<file path="src/rtl/addr_stream_gen.sv">
`default_nettype none
// ============================================================================
//  Module   : addr_stream_gen
//  Purpose  : Word-address generator. A start pulse latches a word-aligned
//             base byte address and a file size in bytes. The block then
//             issues one word byte-address per accepted beat over a
//             valid/ready handshake. It flags the final beat, pulses done on
//             completion, and pulses err instead of issuing addresses when a
//             request is illegal. An abort ends a running transfer early.
//
//  Ports    : clk          sole clock, rising edge
//             rst_n        synchronous active-low reset
//             start        request pulse, sampled only in IDLE
//             base_addr    start byte address (WORD_BYTES aligned)
//             filesize     transfer length in bytes
//             abort        cancels a transfer in progress
//             addr         current word byte-address
//             addr_valid   addr is valid
//             addr_ready   consumer accepts addr on valid && ready
//             addr_last    high with addr_valid on the final beat
//             beat_count   beats accepted in current / most recent transfer
//             busy         high while a transfer is running
//             done         one-cycle pulse after the last beat is accepted
//             err          one-cycle pulse on a rejected start
//             aborted      one-cycle pulse when abort ends a transfer
//
//  Revision : 1.0  initial release
// ============================================================================
module addr_stream_gen #(
  parameter int unsigned ADDR_W       = 32,
  parameter int unsigned WORD_BYTES   = 4,
  parameter int unsigned MAX_FILESIZE = 100000000
) (
  input  logic              clk,
  input  logic              rst_n,
  input  logic              start,
  input  logic [ADDR_W-1:0] base_addr,
  input  logic [31:0]       filesize,
  input  logic              abort,
  output logic [ADDR_W-1:0] addr,
  output logic              addr_valid,
  input  logic              addr_ready,
  output logic              addr_last,
  output logic [31:0]       beat_count,
  output logic              busy,
  output logic              done,
  output logic              err,
  output logic              aborted
);

  localparam int unsigned       c_WORD_SHIFT = $clog2(WORD_BYTES);
  localparam logic [ADDR_W-1:0] c_ADDR_STEP  = ADDR_W'(WORD_BYTES);
  localparam logic [31:0]       c_ROUND_UP   = 32'(WORD_BYTES - 1);
  localparam logic [31:0]       c_MAX_FSIZE  = 32'(MAX_FILESIZE);

  typedef enum logic [1:0] {
    S_IDLE = 2'd0,
    S_RUN  = 2'd1,
    S_DONE = 2'd2,
    S_ERR  = 2'd3
  } state_t;

  state_t            r_state;
  state_t            w_state_nxt;

  logic [ADDR_W-1:0] r_cur_addr;
  logic [ADDR_W-1:0] w_cur_addr_nxt;
  logic [31:0]       r_words_left;
  logic [31:0]       w_words_left_nxt;
  logic [31:0]       r_beat_count;
  logic [31:0]       w_beat_count_nxt;

  logic              r_addr_valid;
  logic              w_addr_valid_nxt;
  logic              r_addr_last;
  logic              w_addr_last_nxt;
  logic              r_done;
  logic              w_done_nxt;
  logic              r_err;
  logic              w_err_nxt;
  logic              r_aborted;
  logic              w_aborted_nxt;

  logic              w_illegal;
  logic [31:0]       w_words_req;

  // Request legality and rounded-up word count. filesize is bounded by
  // MAX_FILESIZE on the legal path, so the 32-bit add cannot overflow there.
  assign w_illegal   = (filesize == 32'd0) ||
                       (filesize > c_MAX_FSIZE) ||
                       (base_addr[c_WORD_SHIFT-1:0] != '0);
  assign w_words_req = (filesize + c_ROUND_UP) >> c_WORD_SHIFT;

  // --------------------------------------------------------------------------
  // Next-state and next-output logic
  // --------------------------------------------------------------------------
  always_comb begin
    w_state_nxt      = r_state;
    w_cur_addr_nxt   = r_cur_addr;
    w_words_left_nxt = r_words_left;
    w_beat_count_nxt = r_beat_count;
    w_addr_valid_nxt = 1'b0;
    w_addr_last_nxt  = 1'b0;
    w_done_nxt       = 1'b0;
    w_err_nxt        = 1'b0;
    w_aborted_nxt    = 1'b0;

    case (r_state)
      S_IDLE: begin
        if (start) begin
          if (w_illegal) begin
            w_state_nxt = S_ERR;
            w_err_nxt   = 1'b1;
          end else begin
            w_state_nxt      = S_RUN;
            w_cur_addr_nxt   = base_addr;
            w_words_left_nxt = w_words_req;
            w_beat_count_nxt = 32'd0;
            w_addr_valid_nxt = 1'b1;
            w_addr_last_nxt  = (w_words_req == 32'd1);
          end
        end
      end

      S_RUN: begin
        // abort wins over a same-cycle handshake; that beat is not counted
        if (abort) begin
          w_state_nxt   = S_IDLE;
          w_aborted_nxt = 1'b1;
        end else if (addr_ready) begin
          w_beat_count_nxt = r_beat_count + 32'd1;
          if (r_words_left == 32'd1) begin
            w_state_nxt = S_DONE;
            w_done_nxt  = 1'b1;
          end else begin
            // address wraps silently modulo 2^ADDR_W
            w_cur_addr_nxt   = r_cur_addr + c_ADDR_STEP;
            w_words_left_nxt = r_words_left - 32'd1;
            w_addr_valid_nxt = 1'b1;
            w_addr_last_nxt  = (r_words_left == 32'd2);
          end
        end else begin
          // stalled: hold the presented beat unchanged
          w_addr_valid_nxt = 1'b1;
          w_addr_last_nxt  = r_addr_last;
        end
      end

      S_DONE: w_state_nxt = S_IDLE;
      S_ERR:  w_state_nxt = S_IDLE;
      default: w_state_nxt = S_IDLE;
    endcase
  end

  // --------------------------------------------------------------------------
  // State and output registers
  // --------------------------------------------------------------------------
  always_ff @(posedge clk) begin
    if (!rst_n) begin
      r_state      <= S_IDLE;
      r_cur_addr   <= '0;
      r_words_left <= 32'd0;
      r_beat_count <= 32'd0;
      r_addr_valid <= 1'b0;
      r_addr_last  <= 1'b0;
      r_done       <= 1'b0;
      r_err        <= 1'b0;
      r_aborted    <= 1'b0;
    end else begin
      r_state      <= w_state_nxt;
      r_cur_addr   <= w_cur_addr_nxt;
      r_words_left <= w_words_left_nxt;
      r_beat_count <= w_beat_count_nxt;
      r_addr_valid <= w_addr_valid_nxt;
      r_addr_last  <= w_addr_last_nxt;
      r_done       <= w_done_nxt;
      r_err        <= w_err_nxt;
      r_aborted    <= w_aborted_nxt;
    end
  end

  assign addr       = r_cur_addr;
  assign addr_valid = r_addr_valid;
  assign addr_last  = r_addr_last;
  assign beat_count = r_beat_count;
  assign busy       = r_addr_valid;
  assign done       = r_done;
  assign err        = r_err;
  assign aborted    = r_aborted;

endmodule
`default_nettype wire

</file>
<file path="config.mk">
export PLATFORM = sky130hd
export DESIGN_NAME = addr_stream_gen
export DESIGN_NICKNAME = d
export VERILOG_FILES = /design/src/rtl/addr_stream_gen.sv
export SDC_FILE = /design/constraint.sdc
export NUM_CORES = 1
export LEC_CHECK = 0
export ABC_AREA = 1
export CAP_MARGIN = 30
export CORE_ASPECT_RATIO = 0.8
export CORE_MARGIN = 3
export CORE_UTILIZATION = 58
export DETAILED_ROUTE_END_ITERATION = 10
export PLACE_DENSITY = 0.87
export SLEW_MARGIN = 20
export SYNTH_ARGS = -nofsm -noshare
export SYNTH_HDL_FRONTEND = slang
export SYNTH_SLANG_ARGS = --single-unit
</file>
<file path="constraint.sdc">
create_clock -name clk -period 5.8 [get_ports clk]
set_clock_uncertainty 0.05 [all_clocks]
set_input_delay 0.87 -clock clk [delete_from_list [all_inputs] [get_ports clk]]
set_output_delay 0.87 -clock clk [all_outputs]
set_load 0.03 [all_outputs]
</file>
==> key figures <==
Floorplan
  – Die Area: 14290 µm²
  – FP Rows: 36
  – Initial Utilization: 60.34%
  – Top Ports: 139
  – Chip height: 107.5 µm
  – Die Wd: 132.9 µm
  – Core region area: 12390 µm²

Worst hold path
  – Hold path start: addr[0]$_SDFFE_PN0P_
  – Hold crit path type: reg -> reg
  – Hold Path Stages: 2
  – Hold Crit Endpoint: addr[0]$_SDFFE_PN0P_

Final layout
  – Fillers: 1063
  – Final net count: 1436
  – Layout Cells excl Fill: 1538
  – Number of diodes: 0
  – Most common cell after layout, fill and taps aside: nand2_1
  – Commonest non-fill, non-tap cells in the layout: nand2_1 (335), nor2_1 (206), clkdlybuf4s50_1 (138)
  – Layout cells sized above 1: 4.389%
  – Layout Utilization: 74.00%
  – P&R area growth vs syn: 22.63%

Timing
  – Max-slew violations: 0
  – Maximum clock rate: 0.2553 GHz
  – Unrepaired setup endpoints after global routing: false
  – Period utilisation layout: 67.53%
  – Setup TNS: 0 ns
  – Final Hold Viols: 0
  – Hold WS: 0.3968 ns
  – Fin crit period: 3.917 ns
  – Slew headroom: 36.29%
  – Tightest Pin Transition: 0.9534 ns
  – Final setup viols: 0

Global routing
  – Met2 usage: 47.28%
  – Vias in the first global route: 7612
  – Gr busiest metal: met2
  – Met3 GRT Util: 6.869%
  – Largest net degree at the start of global routing: 85
  – Initial antenna violation count: 0
  – Total track usage: 30.63%
  – First-pass GRT wire length: 36540 µm
  – Global route total overflow: 0
  – Grt met1 use: 44.16%

Clock network
  – TritonCTS Buffers: 9
  – Worst-Skew Late Latency: 0.35 ns
  – Root buffer cell: clkbuf_16
  – CTS Sinks: 103
  – Htree depth: 3
  – CTS Hold Bufs: 0
  – Clock buffer depth: 2
  – Post-CTS setup buffers: 0
  – Reg clk slew, reported paths: 0.07 ns
  – Cts repair resizes: 0
  – CTS tree: built

Synthesis
  – Main synth FF type: dfxtp_1
  – Synth area leader: dfxtp_1
  – Synthesized area per cell: 5.994 µm²
  – Syn nets: 1321
  – Synth Cell Area: 7475 µm²
  – Compound-Gate Fraction of Synth Area: 14.65%
  – XOR/XNOR Fraction of Synth Area: 5.742%
  – Post-synth EDFFs: 0
  – Register area share after synthesis: 27.59%
  – Simple-gate share of the synthesized area: 41.70%
  – Mux cell area share after synthesis: 0%
  – Synth Area in Adders: 0.8370%
  – Post-synthesis cell type count: 45
  – Yosys top cell area share: 27.59%
  – Synth Register Bits: 103
  – Async S/R FF share, synth: 0%
  – YS warnings: 0
  – Cells after Synth: 1247
  – Main combinational cell family by area after synthesis: simple AND/OR/NAND/NOR gates
  – Top post-synthesis cells by area: dfxtp_1 (28%), nand2_1 (17%), nor2_1 (10%)

Detailed routing
  – DR vias: 8644
  – WL/cell: 14.67 µm
  – Final ANT Viol Nets: 0
  – Drt first pass iters: 8
  – Routed WL: 22570 µm
  – Via density: 5.620
  – 1st-iter DRT viols: 814
  – Residual DRC: 0

Power
  – Lkg Pwr: 3.641 nW
  – VDD IR-drop max: 0.0001990 V
  – Sequential share of power: 39.1%
  – Internal Power: 1.310 mW
  – Switching Fraction: 37.20%
  – PD cells: 227.6 nW/µm²
  – Clock power frac: 28.9%
  – Net Sw Power: 0.7761 mW
  – Comb power frac: 32.0%

Job
  – Max-cap viol count: 0

Placed design
  – Routability cong.: 1.042
  – Placed instance count: 1522
  – Port Buffer Count: 138
  – Final HPWL DP: 16900 µm

Outcome
  – Outcome: completed

Worst setup path
  – R2R Path Start: r_state[1]$_SDFFE_PN0P_
  – Path depth of the worst reg2reg path: 10
  – Worst Path Required: 6.02 ns
  – Cell Chain, Critical Path: clkdlybuf4s50_1, nand2_2, nor2_4, nand2_1, nor2_2, nand3_1, nand2_1, nand2_2, nand2_2, nand2_2, nor2_4, buf_4, o21ai_0, a31oi_1
  – CP max FO: 48
  – Reg2reg end: addr[6]$_SDFFE_PN0P_
  – Critical Path Max Stage Delay: 0.82 ns
  – Critical path's slowest cell: nor2_4
  – WS Path Type: in -> reg
  – WP data arrival: 4.14 ns
  – Worst setup SP type: input port
  – Most used cell, CP: nand2_2
  – Crit end category: flop
  – Flop2flop setup slack: 2.71 ns
layer usage:
layer  wire length (µm)  vias to the layer above
li1                   -                     4293
met1              10410                     3902
met2               9771                      419
met3               2097                       30
met4                292                        0
met5                  0                        -
flip-flops by register name, indices dropped and copies added, names as in the netlist:
signal and cells:
beat_count 32, err 1, addr 32, addr_last 1
addr_valid 1, r_words_left 32, r_state 2, done 1
aborted 1
per-stage QoR:
stage / setup slack, ns / instance area (µm²) / power, mW
4_1_cts: 1.941 / 9166 / 2.077
6_report: 1.883 / 9166 / 2.086
3_5_place_dp: 1.584 / 8875 / 1.483
5_1_grt: 1.543 / 9166 / 2.194
2_1_floorplan: 3.398 / 7475 / 1.285
3_3_place_gp: 1.675 / 8875 / 1.468
power groups by stage:
stage                     Combinational (mW)  Sequential [mW]  Clock [mW]
after global routing                   0.738            0.823       0.633
after floorplan                        0.423            0.862           0
after detailed placement               0.653            0.829           0
final                                  0.668            0.816       0.602
after CTS                              0.661            0.813       0.603
after global placement                 0.641            0.828           0
cells in the mapped netlist, types with 4 or more instances:
| master | count |
|---|---|
| a21oi_1 | 65 |
| a31oi_1 | 23 |
| buf_2 | 6 |
| buf_6 | 10 |
| clkbuf_1 | 21 |
| dfxtp_1 | 103 |
| ha_1 | 5 |
| inv_1 | 124 |
| nand2_1 | 335 |
| nand2_2 | 6 |
| nand3_1 | 78 |
| nand3b_1 | 4 |
| nand4_1 | 22 |
| nor2_1 | 206 |
| nor2_2 | 12 |
| nor2_4 | 5 |
| nor3_1 | 32 |
| nor4_1 | 13 |
| o211ai_1 | 9 |
| o21ai_0 | 73 |
| o21ai_1 | 10 |
| or2_2 | 6 |
| xnor2_1 | 17 |
| xor2_1 | 32 |
layout make-up:
class	count	area (µm²)	share of cell area (%)
tap	171	214.0	2.334
clock buffer	10	239.0	2.607
inverter	127	476.7	5.201
clock inverter	6	52.55	0.5733
timing repair buffer	143	1419	15.48
sequential	103	2062	22.50
multi-input combinational	978	4703	51.31
cells by family (layout without fill, tap and decap cells):
group           count (synthesis)  after routing
compound gates                197            197
simple gates                  727            727
flops                         103            103
fa+ha+maj                       5              5
buf+inv                       166            286
xor+xnor                       49             49
critical path, delay by kind of cell:
family | cells | cell delay, ns
AO/OA/AOI/OAI | 2 | 0.30
buffers and inverters | 2 | 1.01
AND/OR/NAND/NOR | 10 | 1.93
worst max path at each step:
stage	startpoint	endpoint	depth (start not counted)	slack, ns
3_3_place_gp	filesize[23]	addr[16]$_SDFFE_PN0P_	14	1.67
6_report	filesize[22]	addr[6]$_SDFFE_PN0P_	14	1.88
2_1_floorplan	filesize[29]	addr[26]$_SDFFE_PN0P_	15	3.40
5_1_grt	filesize[30]	addr[6]$_SDFFE_PN0P_	15	1.54
4_1_cts	filesize[21]	addr[6]$_SDFFE_PN0P_	14	1.94
3_5_place_dp	filesize[21]	r_words_left[18]$_SDFFE_PN0P_	14	1.58
Note: power is estimated with default switching activity, not from simulation.
